### config.mk
export PLATFORM = sky130hd
export DESIGN_NAME = alu_req_arbiter
export DESIGN_NICKNAME = d
export VERILOG_FILES = /design/src/rtl/alu_req_arbiter.sv
export SDC_FILE = /design/constraint.sdc
export NUM_CORES = 1
export LEC_CHECK = 0
export CAP_MARGIN = 25
export CORE_MARGIN = 1
export CORE_UTILIZATION = 35
export CTS_BUF_LIST = sky130_fd_sc_hd__clkbuf_8 sky130_fd_sc_hd__clkbuf_16
export DETAILED_ROUTE_END_ITERATION = 10
export GPL_TIMING_DRIVEN = 1
export PLACE_DENSITY_LB_ADDON = 0.2
export SETUP_SLACK_MARGIN = 0.02
export SLEW_MARGIN = 20
export SYNTH_ARGS = -nofsm -noshare
export SYNTH_HDL_FRONTEND = slang
export SYNTH_SLANG_ARGS = --single-unit
### constraint.sdc
create_clock -name clk -period 2.8 [get_ports clk]
set_input_delay 0.28 -clock clk [delete_from_list [all_inputs] [get_ports clk]]
set_output_delay 0.28 -clock clk [all_outputs]
set_load 0.01 [all_outputs]
### src/rtl/alu_req_arbiter.sv
// Purpose : shares one external combinational ALU between two requesters using round-robin grant.
// Latency : request accepted at edge N, response valid from edge N+1 (handshake sampled at N+2); 1 op / 3 cycles peak.
// Backpressure: req_ready only in IDLE; a response is held stable until rsp_ready[owner], non-owner rsp_ready ignored.
//
// Ports:
//   clk, reset                 clock, synchronous active-high reset
//   req_valid/req_ready [1:0]  per-requester request handshake
//   req_a*/req_b*/req_op*      operands and op code of requester 0 / 1
//   rsp_valid/rsp_ready [1:0]  per-requester response handshake (rsp_valid one-hot or zero)
//   rsp_result/cout/err        shared response payload (err = illegal op code)
//   alu_a/alu_b/alu_op/alu_cin registered drive to the external ALU
//   alu_result/alu_cout        combinational return from the external ALU
//   grant_cnt0/grant_cnt1      16-bit wrapping accept counters, present only with ALU_ARB_COUNT_EN defined
module alu_req_arbiter #(
  parameter int W = 32
) (
  input  logic         clk,
  input  logic         reset,
  input  logic [1:0]   req_valid,
  output logic [1:0]   req_ready,
  input  logic [W-1:0] req_a0,
  input  logic [W-1:0] req_a1,
  input  logic [W-1:0] req_b0,
  input  logic [W-1:0] req_b1,
  input  logic [2:0]   req_op0,
  input  logic [2:0]   req_op1,
  output logic [1:0]   rsp_valid,
  input  logic [1:0]   rsp_ready,
  output logic [W-1:0] rsp_result,
  output logic         rsp_cout,
  output logic         rsp_err,
  output logic [W-1:0] alu_a,
  output logic [W-1:0] alu_b,
  output logic [2:0]   alu_op,
  output logic         alu_cin,
  input  logic [W-1:0] alu_result,
  input  logic         alu_cout
`ifdef ALU_ARB_COUNT_EN
  ,
  output logic [15:0]  grant_cnt0,
  output logic [15:0]  grant_cnt1
`endif
);

  typedef enum logic [1:0] {
    IDLE = 2'd0,
    EXEC = 2'd1,
    RESP = 2'd2
  } state_t;

  state_t       state_q;
  state_t       state_d;
  logic         last_grant_q;
  logic         owner_q;
  logic [W-1:0] a_q;
  logic [W-1:0] b_q;
  logic [2:0]   op_q;
  logic [W-1:0] res_q;
  logic         cout_q;
  logic         err_q;
  logic         grant;
  logic         accept;
  logic         op_legal;

  // Round-robin pick: a lone requester always wins; on a tie the one
  // that was not served last goes next.
  always_comb begin
    grant = 1'b0;
    unique case (req_valid)
      2'b01:   grant = 1'b0;
      2'b10:   grant = 1'b1;
      2'b11:   grant = ~last_grant_q;
      default: grant = 1'b0;
    endcase
  end

  always_comb begin
    op_legal = 1'b0;
    unique case (op_q)
      3'b000, 3'b001, 3'b010, 3'b110, 3'b111: op_legal = 1'b1;
      default:                                op_legal = 1'b0;
    endcase
  end

  // req_ready is already gated by reset below, so accept is too.
  assign accept = |(req_valid & req_ready);

  always_comb begin
    state_d   = state_q;
    req_ready = 2'b00;
    rsp_valid = 2'b00;
    unique case (state_q)
      IDLE: begin
        if (|req_valid) begin
          req_ready = grant ? 2'b10 : 2'b01;
          state_d   = EXEC;
        end
      end
      EXEC: state_d = RESP;
      RESP: begin
        rsp_valid[owner_q] = 1'b1;
        if (rsp_ready[owner_q]) state_d = IDLE;
      end
      default: state_d = IDLE;
    endcase
    // Handshakes are suppressed while reset is held so nothing transfers
    // on the edge that clears the state.
    if (reset) begin
      req_ready = 2'b00;
      rsp_valid = 2'b00;
    end
  end

  always_ff @(posedge clk) begin
    if (reset) begin
      state_q      <= IDLE;
      last_grant_q <= 1'b1;
      owner_q      <= 1'b0;
      a_q          <= '0;
      b_q          <= '0;
      op_q         <= '0;
      res_q        <= '0;
      cout_q       <= 1'b0;
      err_q        <= 1'b0;
    end else begin
      state_q <= state_d;
      if (accept) begin
        a_q          <= grant ? req_a1 : req_a0;
        b_q          <= grant ? req_b1 : req_b0;
        op_q         <= grant ? req_op1 : req_op0;
        owner_q      <= grant;
        last_grant_q <= grant;
      end
      if (state_q == EXEC) begin
        // Illegal op codes never sample the ALU; the response is a clean error.
        if (op_legal) begin
          res_q  <= alu_result;
          cout_q <= alu_cout;
          err_q  <= 1'b0;
        end else begin
          res_q  <= '0;
          cout_q <= 1'b0;
          err_q  <= 1'b1;
        end
      end
    end
  end

  assign alu_a      = a_q;
  assign alu_b      = b_q;
  assign alu_op     = op_q;
  // SUB and LESS are the only legal ops with op[2] set and both need cin=1.
  assign alu_cin    = op_q[2];
  assign rsp_result = res_q;
  assign rsp_cout   = cout_q;
  assign rsp_err    = err_q;

`ifdef ALU_ARB_COUNT_EN
  always_ff @(posedge clk) begin
    if (reset) begin
      grant_cnt0 <= '0;
      grant_cnt1 <= '0;
    end else if (accept) begin
      if (req_ready[0]) grant_cnt0 <= grant_cnt0 + 16'd1;
      if (req_ready[1]) grant_cnt1 <= grant_cnt1 + 16'd1;
    end
  end
`endif

endmodule
=== Word level (Yosys, flattened, before mapping) ===
Cells that the tools add are included.

* Bits in registers: 105
* Output and inout port bits: 106

* $lt $le $gt $ge: 2
* Equal/unequal tests: 10
* Mux-type cells: 21
* Bitwise logic cells: 2
* Reductions and logical operators: 7

{| class="wikitable"
|+ Operator list
! cell !! number
|-
| 32-bit 2-to-1 mux || 3
|-
| 2-bit 2-to-1 mux || 8
|-
| 2-bit == test, second input constant || 3
|-
| 3-bit == test, second input constant || 2
|-
| 1-bit 2-to-1 mux || 6
|-
| 2-bit one-hot mux with 3 select lines || 1
|-
| 5-bit OR reduction || 1
|-
| 2-bit != test, second input constant || 2
|-
| 2-bit OR reduction || 2
|-
| 3-bit by 1-bit == test with 1-bit output, second input constant || 1
|-
| 3-bit by 2-bit == test with 1-bit output, second input constant || 1
|-
| 3-bit logical NOT || 1
|-
| 3-bit 2-to-1 mux || 1
|-
| 2-bit bitwise AND || 1
|-
| 2-bit by 1-bit == test with 1-bit output, second input constant || 1
|-
| 2-bit logical NOT || 1
|-
| 1-bit by 2-bit < comparator with 1-bit output, second input constant || 1
|-
| 1-bit one-hot mux with 2 select lines || 1
|-
| 2-bit AND reduction || 1
|-
| 1-bit demux with 1-bit select || 1
|-
| 1-bit greater-or-equal comparator, second input constant || 1
|-
| 1-bit logical AND || 1
|-
| 1-bit NOT || 1
|}

=== Logic depth before layout (Yosys ltp) ===
Gate-level depths: netlist (run 1).

* Word-level depth: 8
* Depth in mapped cells: 8
* Mapped depth without buffers: 3

=== Worst setup path after synthesis (run 1) ===
No wires, ideal clock.

* Path kind: input to output
* Start point: input reset
* End point: output req_ready[0]
* Data arrival time: 1.244 ns
* Required time: 2.520 ns
* Slack: 1.276 ns
* Cell stages on the path: 6
* Buffers on the path: 4
* Path through: buf_4 -> o21ba_1 -> buf_2 -> buf_4 -> buf_4 -> and3_1

* Longest elaborated chain between the ends: 1

{| class="wikitable"
|+ Ends and longest elaborated chain
! item !! line !! text
|-
| start: declaration || 18 || <nowiki>input logic reset,</nowiki>
|-
| 2-bit 2-to-1 mux || 108 || <nowiki>if (reset) begin</nowiki>
|-
| end: declaration || 20 || <nowiki>output logic [1:0] req_ready,</nowiki>
|}

Every way passes these cells.

=== Worst setup path in the final report (run 1) ===
* Start point: input req_valid[0]
* End point: output req_ready[0]

* Longest elaborated chain between the ends: 6

{| class="wikitable"
|+ Ends and longest elaborated chain
! item !! line !! text
|-
| start: declaration || 19 || <nowiki>input logic [1:0] req_valid,</nowiki>
|-
| 2-bit == test || 69 || <nowiki>unique case (req_valid)</nowiki>
|-
| 1-bit one-hot mux with 2 select lines || 69 ||
|-
| 2-bit 2-to-1 mux || 95 || <nowiki>req_ready = grant ? 2'b10 : 2'b01;</nowiki>
|-
| 2-bit 2-to-1 mux * || 94 || <nowiki>if (|req_valid) begin</nowiki>
|-
| 2-bit 2-to-1 mux * || 92 || <nowiki>unique case (state_q)</nowiki>
|-
| 2-bit 2-to-1 mux * || 108 ||
|}

Mark *: on every way between the ends. The rest lies on a longest branch, timed or not.

==> results of run 1 <==
## power by group
| part | internal [mW] | switching [mW] | total [mW] |
|---|---|---|---|
| combinational | 0.603 | 0.517 | 1.12 |
| clock | 0.611 | 0.580 | 1.19 |
| sequential | 1.63 | 0.0793 | 1.71 |
## stage by stage
step	instance area, sq um	power, mW	setup WS (ps)	hold slack (ps)
floorplan	4619	2.251	1276	434.3
global placement	7422	2.847	458.5	438.4
detailed placement	7422	2.867	423.5	442.5
CTS	7702	4.062	485.6	345.5
global route	7702	4.225	414.4	369.5
finish	7702	4.019	476.9	358.2
## path summary, 6_finish.rpt
kind	slack (ps)	from	depth (start not counted)	endpoint
setup reg to reg	720	state_q[1]$_SDFFE_PP0P_	5	alu_a[8]$_SDFFE_PP0P_
hold reg to reg	450	rsp_result[28]$_SDFFE_PP0N_	2	rsp_result[28]$_SDFFE_PP0N_
hold / removal	360	reset	2	rsp_result[13]$_SDFFE_PP0N_
setup / recovery	480	req_valid[0]	4	req_ready[0]
## layout by cell type, fill, tap and decap left out, drive strengths merged
cell / count
a21oi: 102
a21bo: 2
a21boi: 1
nor2b: 2
nor2: 3
clkinv: 1
mux2i: 1
dfxtp: 105
and2: 1
nand3b: 2
clkdlybuf4s50: 277
buf: 13
nand2: 169
a311oi: 68
inv: 2
clkbuf: 9
nor4b: 1
nand2b: 2
clkinvlp: 4
nor4bb: 1
nand4: 33
o21ba: 1
and3: 1
a221o: 1
## kinds of logic after synthesis
family / synth area share (%)
AOI/OAI and AO/OA: 27.68
muxes: 0.2167
and+or+nand+nor: 19.99
DFF: 45.50
buffers and inverters: 6.609
## metal layers
layer	vias up	share of wire, %	GRT usage (%)
li1	2490	-	-
met1	2383	39	25.67
met2	224	49	40.99
met3	29	9.7	6.591
met4	0	2.6	9.789
met5	-	0	0
## state kept, by name, indices dropped and copies added (netlist names)
signal	flops
alu_a	32
alu_b	32
alu_op	3
last_grant_q	1
owner_q	1
rsp_cout	1
rsp_err	1
rsp_result	32
state_q	2
## area by class of cell
class | count | area, sq um | share of cell area (%)
sequential | 105 | 2102 | 27.29
multi-input combinational | 391 | 2235 | 29.01
timing repair buffer | 290 | 2870 | 37.26
clock buffer | 9 | 225.2 | 2.924
tap | 172 | 215.2 | 2.794
clock inverter | 7 | 55.05 | 0.7147
## synthesized netlist by cell type
cell type    n
nand2_1    169
and3_1       1
dfxtp_1    105
mux2i_1      1
a221o_1      1
nor2_1       3
a21bo_1      2
a21oi_1    102
nand3b_1     2
nor2b_1      2
o21ba_1      1
nand4_1     33
and2_1       1
a311oi_1    48
nor4b_1      1
a311oi_2    20
clkbuf_1    45
a21boi_1     1
nand2b_1     2
buf_2       13
buf_6        3
buf_4        5
nor4bb_1     1
==> results_dict.tcl, run 1 <==
set metrics [dict create \
    synth_cell_type_count 23 \
    syn_to_final_growth_pct 66.74 \
    crit_slowest_cell "clkdlybuf4s50_1" \
    yosysTopAreaCell "dfxtp_1" \
    clock-sinks 105 \
    hold_violations 0 \
    cp_common_cell "clkdlybuf4s50_1" \
    fin_skew_ps 7.186 \
    worstPathRequired_ps 2520 \
    clockRootBuffer "clkbuf_16" \
    syn_nets 735 \
    cts_tree "built" \
    diodes 0 \
    setup_violations 0 \
    p_leak_nw 2.694 \
    grt_max_degree 74 \
    hpwl_um 11230 \
    die_area_sq_um 13660 \
    timing.max_cap.violations 0 \
    cts_buffers 9 \
    syn_area_per_cell_sq_um 8.220 \
    vdd_ir_drop_max_mv 0.2832 \
    nets 970 \
    powerDensity_nw_per_um2 521.8 \
    crit_fanout 18 \
    endpoint_kind "primary output" \
    path_buf_inv 2 \
    cts.hold.buffers_added 0 \
    cp_data_arrival_time_ps 2040 \
    ys_ff_latch 105 \
    hold_path.class "in -> reg" \
    io-pin-count 279 \
    rsz0062_at_grt "no" \
    die_h_um 116.9 \
    tightest_slew_ps 895.4 \
    clk_pin_slew_worst_paths_ps 70 \
    fillers 1170 \
    post-route-period-util_pct 82.97 \
    h-tree-depth 3 \
    crit_path_max_incr_delay_ps 590 \
    grt_pass1_wl_um 24480 \
    tns_ps 0 \
    cts_resized 0 \
    synth_cells 562 \
    coreArea_sq_um 12720 \
    overflow 0 \
    synth_top_area_share_pct 45.50 \
    num_vias 5126 \
    status "complete, no violations" \
    ys_seq_area_share_pct 45.50 \
    viasPerCell 5.263 \
    routedWlPerCell_um 16.51 \
    drt-total-wl_um 16080 \
    postRouteAntennaNets 0 \
    slew_violations 0 \
    final_cells 974 \
    cpLargestDelayFamily "buffers and inverters" \
    placementRows 41 \
    fmax_mhz 430.5 \
    drt_iter0_drc 247 \
    synth.cell_area_sq_um 4619 \
    port_buffers 278 \
    fin_crit_ps 2323 \
    start_util_pct 36.31 \
    place_congestion 0.7817 \
    startpoint_type "input port" \
    drive_gt1_share_pct 6.858 \
    max-slew-margin-rel_pct 40.31 \
    fin_util_pct 60.54 \
    clk_path_buf_depth 2 \
    cp_cell_sequence "clkdlybuf4s50_1 -> o21ba_2 -> and3_1 -> clkdlybuf4s50_1" \
    grt_pass1_vias 5024 \
    drc_errors 0 \
    ys_top_cells_by_area "dfxtp_1 46%, nand2_1 14%, a21oi_1 11%" \
    clk_latency_ps 340 \
    dr.pass1.iters 4 \
    antenna_found_initial 0 \
    die_w_um 116.9 \
    dp.cells 958 \
    post_cts_buffers 0 \
    grt_use_total_pct 23.03 \
    path_class "in -> out" \
    ys_warn_count 0 \
]
No activity file was read; power rests on OpenSTA's default activity.
==> inputs of run 2 (changes only) <==
clock period = 2.4 ns   (was 2.8 ns; I/O delays follow)
==> run 2 against run 1 <==
Cell area increased by 0.49%. Sequential power rose by 17%. Global-route usage increased by 0.76 points. Cell count rose by 0.31%. Critical path depth unchanged. Largest power group unchanged. Combinational power grew 19%. Non-clock buffer count grew 3. Sequential share of layout area decreased by 0.13 points. Largest cell class unchanged. Register-to-register slack got worse by 310 ps.
==> results_dict.tcl, run 2 (synthesized netlist as in run 1, its figures left out) <==
set metrics [dict create \
    powerDensity_nw_per_um2 611.8 \
    final_cells 977 \
    fmax_mhz 494.6 \
    fillers 1144 \
    tightest_slew_ps 930.5 \
    grt_max_degree 73 \
    pre_cts_slack_ps 267.2 \
    start_util_pct 36.31 \
    vdd_ir_drop_max_mv 0.3045 \
    antenna_found_initial 0 \
    placementRows 41 \
    pwr-share-clk_pct 29.8 \
    diodes 0 \
    seq_power_share_pct 42.2 \
    nets 973 \
    status "complete, no violations" \
    clk_path_buf_depth 2 \
    grt_use_total_pct 23.79 \
    p_comb_share_pct 28.1 \
    endpoint_kind "primary output" \
    crit_end "req_ready[1]" \
    final_common_cell "clkdlybuf4s50_1" \
    design_area_sq_um 7740 \
    h-tree-depth 3 \
    fin_util_pct 60.84 \
    post-route-period-util_pct 84.25 \
    setup_violations 0 \
    crit_fanout 6 \
    cp_cell_sequence "nor2_4 -> nand2_1 -> nor2_1 -> clkdlybuf4s50_1" \
    path_class "reg -> out" \
    drt-total-wl_um 16560 \
    overflow 0 \
    slew_violations 0 \
    coreArea_sq_um 12720 \
    drc_errors 0 \
    io-pin-count 279 \
    drive_gt1_share_pct 7.081 \
    reg2reg_depth 6 \
    cts.hold.buffers_added 0 \
    cpLargestDelayFamily "buffers and inverters" \
    tns_ps 0 \
    dp.cells 959 \
    clock-sinks 105 \
    fin_crit_ps 2022 \
    fin_skew_ps 6.181 \
    port_buffers 278 \
    num_vias 5182 \
    cts_resized 0 \
    routedWlPerCell_um 16.95 \
    layout_setup_ws_ps 378.1 \
    place_congestion 0.7930 \
    switching_share_pct 28.74 \
    dr.pass1.iters 4 \
    cts_tree "built" \
    hpwl_um 11390 \
    die_h_um 116.9 \
    timing.max_cap.violations 0 \
    grt_pass1_vias 4947 \
    timing.rr.end "alu_a[5]$_SDFFE_PP0P_" \
    startpoint_type "flop" \
    cp_data_arrival_time_ps 1780 \
    ff2ff_setup_slack_ps 410 \
    hold_violations 0 \
    syn_to_final_growth_pct 67.55 \
    clk_pin_slew_worst_paths_ps 70 \
    p_switching_mw 1.361 \
    rsz0062_at_grt "no" \
    postRouteAntennaNets 0 \
    die_area_sq_um 13660 \
    max-slew-margin-rel_pct 37.97 \
    crit_slowest_cell "clkdlybuf4s50_1" \
    hold_path.class "in -> reg" \
    cts_buffers 9 \
    viasPerCell 5.304 \
    p_leak_nw 2.729 \
    clockRootBuffer "clkbuf_16" \
    worstPathRequired_ps 2160 \
    p_int_mw 3.374 \
    startpoint "state_q[0]$_SDFFE_PP0P_" \
    post_cts_buffers 0 \
    grt_pass1_wl_um 25150 \
    clk_latency_ps 340 \
    path_buf_inv 1 \
    die_w_um 116.9 \
    drt_iter0_drc 312 \
    dpl_cell_area_sq_um 7442 \
    r2r-start "state_q[0]$_SDFFE_PP0P_" \
    cp.depth 4 \
    final_cell_mix "277 x clkdlybuf4s50_1, 169 x nand2_1, 105 x dfxtp_1, 102 x a21oi_1, 48 x a311oi_1" \
    crit_path_max_incr_delay_ps 560 \
]
[run 2: cell types whose count changed in the layout (fill, tap and decap cells not counted)]
cell | before | now
buf_12 | 0 | 1
buf_4 | 13 | 15
clkinvlp_4 | 4 | 1
clkinv_2 | 1 | 2
clkbuf_8 | 0 | 2
inv_8 | 1 | 0
inv_1 | 0 | 1
[run 2: final cells by class]
type,count,area (sq um),area share [%]
timing repair buffer,293,2905,37.54
multi-input combinational,391,2235,28.87
tap,172,215.2,2.780
clock buffer,11,252.7,3.265
sequential,105,2102,27.16
clock inverter,5,30.03,0.3880
[run 2: worst min path at each step]
stage / start / end / slack [ps] / depth (start not counted)
floorplan: alu_cout / rsp_cout$_SDFFE_PP0N_ / 390 / 2
global placement: rsp_result[25]$_SDFFE_PP0N_ / rsp_result[25]$_SDFFE_PP0N_ / 440 / 2
detailed placement: rsp_result[25]$_SDFFE_PP0N_ / rsp_result[25]$_SDFFE_PP0N_ / 440 / 2
CTS: reset / rsp_result[3]$_SDFFE_PP0N_ / 320 / 2
global route: reset / rsp_result[3]$_SDFFE_PP0N_ / 340 / 2
finish: reset / rsp_result[8]$_SDFFE_PP0N_ / 330 / 2
[run 2: metal layers]
| metal | track usage, % | vias up | wire length, um | share of wire, % |
|---|---|---|---|---|
| met3 | 6.179 | 29 | 1371 | 8.3 |
| met4 | 10.89 | 0 | 491 | 3.0 |
| met1 | 28.07 | 2422 | 6549 | 40 |
| met2 | 40.55 | 229 | 8146 | 49 |
| met5 | 0 | - | 0 | 0 |
| li1 | - | 2502 | - | - |
[run 2: worst register-to-register path: stages (launching register included)]
cell      delay, ps
dfxtp_1         380
nor2_4          220
buf_4           220
buf_4           300
and2_2          240
buf_4           320
a311oi_1        170
[run 2: power groups by stage]
stage / registers, mW / clock network (mW) / logic (mW)
floorplan: 2.09 / 0 / 0.536
global placement: 2.03 / 0 / 1.31
detailed placement: 2.03 / 0 / 1.33
CTS: 2.00 / 1.44 / 1.33
global route: 2.01 / 1.51 / 1.43
finish: 2.00 / 1.41 / 1.33
[run 2: through the flow]
| stage | hold WS [ps] | power (mW) |
|---|---|---|
| CTS | 318.8 | 4.769 |
| finish | 327.9 | 4.735 |
| detailed placement | 442.8 | 3.357 |
| floorplan | 394.3 | 2.627 |
| global route | 340.7 | 4.956 |
| global placement | 437.1 | 3.331 |
==> inputs of run 3 (changes only) <==
clock period = 1.9 ns   (was 2.4 ns; I/O delays follow)
==> run 3 against run 2 <==
Flip-flop and latch count stayed put. Clock power increased by 25%. Wire length decreased by 1.4%.
==> results_dict.tcl, run 3 (synthesized netlist as in run 1, its figures left out) <==
set metrics [dict create \
    status "complete, no violations" \
    diodes 0 \
    setup_violations 0 \
    cpLargestDelayFamily "buffers and inverters" \
    postRouteAntennaNets 0 \
    tightest_slew_ps 627.8 \
    drc_errors 0 \
    dr.pass1.iters 7 \
    fin_util_pct 61.61 \
    path_class "reg -> out" \
    placementRows 41 \
    timing.max_cap.violations 0 \
    clock-sinks 105 \
    cts.hold.buffers_added 0 \
    grt_use_total_pct 23.14 \
    die_w_um 116.9 \
    clk_path_buf_depth 2 \
    cts_tree "built" \
    grt_pass1_wl_um 24300 \
    die_area_sq_um 13660 \
    design_area_sq_um 7839 \
    cp_data_arrival_time_ps 1620 \
    h-tree-depth 3 \
    grt_pass1_vias 4963 \
    slew_violations 0 \
    nets 982 \
    dpl_cell_area_sq_um 7542 \
    start_util_pct 36.31 \
    num_vias 5197 \
    fillers 1160 \
    rsz0062_at_grt "yes" \
    clockRootBuffer "clkbuf_16" \
    final_cell_mix "274 x clkdlybuf4s50_1, 169 x nand2_1, 104 x dfxtp_1, 102 x a21oi_1, 48 x a311oi_1" \
    port_buffers 278 \
    crit_slowest_cell "clkdlybuf4s50_1" \
    crit_fanout 6 \
    startpoint_type "flop" \
    hold_path.class "in -> reg" \
    place_congestion 0.7794 \
    io-pin-count 279 \
    coreArea_sq_um 12720 \
    cts_buffers 9 \
    syn_to_final_growth_pct 69.69 \
    viasPerCell 5.276 \
    crit_path_max_incr_delay_ps 610 \
    antenna_found_initial 0 \
    clk_latency_ps 340 \
    clk_pin_slew_worst_paths_ps 70 \
    overflow 0 \
    vdd_ir_drop_max_mv 0.3451 \
    fin_crit_ps 1814 \
    fin_skew_ps 7.294 \
    p_leak_nw 2.799 \
    fmax_mhz 551.2 \
    path_buf_inv 1 \
    hold_violations 0 \
    drt_iter0_drc 318 \
    max-slew-margin-rel_pct 58.15 \
    final_common_cell "clkdlybuf4s50_1" \
    worstPathRequired_ps 1710 \
    die_h_um 116.9 \
    cp_cell_sequence "nor4b_1 -> clkdlybuf4s50_1" \
    grt_max_degree 48 \
    drive_gt1_share_pct 8.364 \
    powerDensity_nw_per_um2 763.1 \
    drt-total-wl_um 16320 \
    hpwl_um 11810 \
    endpoint_kind "primary output" \
    routedWlPerCell_um 16.57 \
    post-route-period-util_pct 95.48 \
]
-- run 3: changes by cell type in the layout (fill, tap and decap cells not counted), sizes merged --
cell	previous run	this run
clkinvlp	1	2
clkdlybuf4s50	277	274
inv	2	0
dlygate4sd2	0	2
dlymetal6s2s	0	1
buf	16	25
-- run 3: per-layer routing --
metal | GRT usage (%) | share of wire [%] | vias to the layer above
li1 | - | - | 2517
met1 | 25.10 | 39 | 2401
met2 | 40.99 | 48 | 237
met3 | 6.231 | 8.8 | 42
met4 | 12.74 | 4.1 | 0
met5 | 0 | 0 | -
-- run 3: metrics by stage --
stage                     total power [mW]  setup TNS, ps  setup WS, ps  std cells  hold slack, ps
after floorplan                      3.318              0         446.0        562           344.3
after global placement               4.234              0         27.37        969           438.2
after detailed placement             4.271         -13.69        -13.69        969           443.4
after CTS                            6.028              0         45.30        985           165.8
final                                5.982              0         85.79        985           172.7
after global routing                 6.270              0         15.91        985           195.1
-- run 3: repair_timing --
item / CTS / global route
pin swaps: 1 / 0
gates resized for setup: 2 / 3
setup buffers: 1 / 0
endpoints found under the setup margin: 2 / 2
-- run 3: worst paths after layout --
path	from	end	slack, ps	depth (start not counted)
min reg2reg	rsp_result[24]$_SDFFE_PP0N_	rsp_result[24]$_SDFFE_PP0N_	450	2
max reg2reg	state_q[0]$_SDFFE_PP0P_	alu_a[24]$_SDFFE_PP0P_	170	6
min	reset	state_q[1]$_SDFFE_PP0P_	170	2
max	state_q[0]$_SDFFE_PP0P_	rsp_valid[0]	90	2
-- run 3: final cells by class --
type | count | area (sq um) | share of cell area, %
clock inverters | 4 | 28.78 | 0.3671
multi-input cells | 391 | 2241 | 28.59
flip-flops and latches | 105 | 2103 | 26.83
clock buffers | 11 | 252.7 | 3.224
well taps | 172 | 215.2 | 2.745
repair buffers | 302 | 2998 | 38.24
-- run 3: power by group --
group	leakage [nW]	switching (mW)	internal, mW
sequential	0.863	0.120	2.40
combinational	1.80	0.771	0.931
clock	0.134	0.804	0.954
==> variant: new RTL, config.mk and constraints of run 3 <==
Build with the macro `ALU_ARB_COUNT_EN` defined.
--- a/src/rtl/alu_req_arbiter.sv
+++ b/src/rtl/alu_req_arbiter.sv
@@ -11,6 +11,8 @@
 //   alu_a/alu_b/alu_op/alu_cin registered drive to the external ALU
 //   alu_result/alu_cout        combinational return from the external ALU
 //   grant_cnt0/grant_cnt1      16-bit wrapping accept counters, present only with ALU_ARB_COUNT_EN defined
+`define ALU_ARB_COUNT_EN
+
 module alu_req_arbiter #(
   parameter int W = 32
 ) (
Function (old outputs only; new: grant_cnt0 and grant_cnt1): kept (equiv_simple and equiv_induct, registers matched by name and starting in step).
==> variant against run 3 <==
- worst setup slack worse by 0.025 ns
- largest power group is now clock
- clock power up 87%
- sequential cell count grew 32
- core utilization up 0.59 points
- worst hold slack gained 0.037 ns
- critical endpoint is now grant_cnt1[11]
- cell area is 26% higher
- highest routed layer unchanged
- maximum frequency is 1.4% lower
- total power increased by 39%
- non-clock buffer count grew 51
- register-to-register slack got worse by 0.11 ns
- sequential share of layout area grew 0.95 points
- wire length rose by 17%
- synthesized area is 23% higher
==> variant: results <==
set metrics [dict create \
    status "complete, no violations" \
    yosysSeqAreaShare 0.482 \
    end_kind "flip-flop" \
    drive_above_1_share 0.154 \
    synth_common_cells "nand2_1, dfxtp_1, a21oi_1" \
    portBuffers 310 \
    pre_cts_ws_ns -0.173 \
    grt_max_degree 76 \
    syn-num-nets 855 \
    clk-insertion-delay-late_ns 0.42 \
    cts_buffers 17 \
    cts_resized 6 \
    final_cells 1226 \
    rr_worst_depth 4 \
    dp_hpwl_um 13200 \
    cp.arrival_ns 2.18 \
    ys_top_cells_by_area "dfxtp_1, a31o_2, nand2_1" \
    totalWireLength_um 19000 \
    rrSetupSlack_ns 0.06 \
    yosysUniqueCellTypes 39 \
    max-vdd-ir-drop_v 0.000570 \
    placed_area_sq_um 9270 \
    htreeDepth 4 \
    drtPass1Iterations 4 \
    gp_congestion 0.808 \
    r2r-end "grant_cnt1[11]" \
    timing.rr.start "state_q[0]" \
    hold_depth 3 \
    synth_cells 680 \
    grt_pass1_vias 5743 \
    worstHoldStart "reset" \
    holdWs_ns 0.210 \
    num-fill-cells 1414 \
    via_per_inst 5.02 \
    final_nets 1172 \
    clock_skew_ns 0.00807 \
    drt_iter0_markers 313 \
    tightest_slew_ns 0.804 \
    hold_end "grant_cnt1[3]" \
]
-- variant: worst max-delay path, cell delays in order, from the launching register on --
cell	delay [ns]
dfxtp_2	0.32
or4b_4	0.52
or4_4	0.47
or3_1	0.32
a21oi_1	0.14
-- variant: how the worst max path moves through the flow --
stage,start,slack [ns],end,cells after the start
after floorplan,state_q[0],0.03,grant_cnt1[11],5
after global placement,req_valid[1],-0.13,grant_cnt1[11],5
after detailed placement,req_valid[1],-0.17,grant_cnt1[5],6
after CTS,state_q[1],0.07,req_ready[1],6
after global routing,state_q[0],-0.01,grant_cnt1[11],4
final,state_q[0],0.06,grant_cnt1[11],4
-- variant: power breakdown --
part | internal (W) | switching [W]
combinational | 0.00104 | 0.000747
clock | 0.00203 | 0.00127
sequential | 0.00311 | 0.000124
total | 0.00617 | 0.00214
-- variant: layout make-up --
type                    instances  area, sq um  share of cell area
well taps                     216          270              0.0273
clock inverters                12          126              0.0128
repair buffers                353         3480               0.352
clock buffers                  20          467              0.0472
multi-input cells             482         2770               0.280
inverters                       6         22.5             0.00228
flip-flops and latches        137         2750               0.278
-- variant: cell families (layout without fill, tap and decap cells) --
logic type / Yosys count / in the layout / synth area share
and+or+nand+nor: 257 / 257 / 0.199
AOI/OAI and AO/OA: 209 / 209 / 0.252
DFF: 137 / 137 / 0.482
buffers and inverters: 61 / 391 / 0.0411
xor gates and xnor gates: 13 / 13 / 0.0200
adders and majority gates: 2 / 2 / 0.00439
muxes: 1 / 1 / 0.00198
-- variant: layer usage --
metal | part of all wire | vias to the layer above | GRT usage
met2 | 0.49 | 196 | 0.380
met4 | 0.020 | 0 | 0.0869
met1 | 0.41 | 2865 | 0.262
met5 | 0 | - | 0
li1 | - | 3061 | -
met3 | 0.081 | 27 | 0.0797
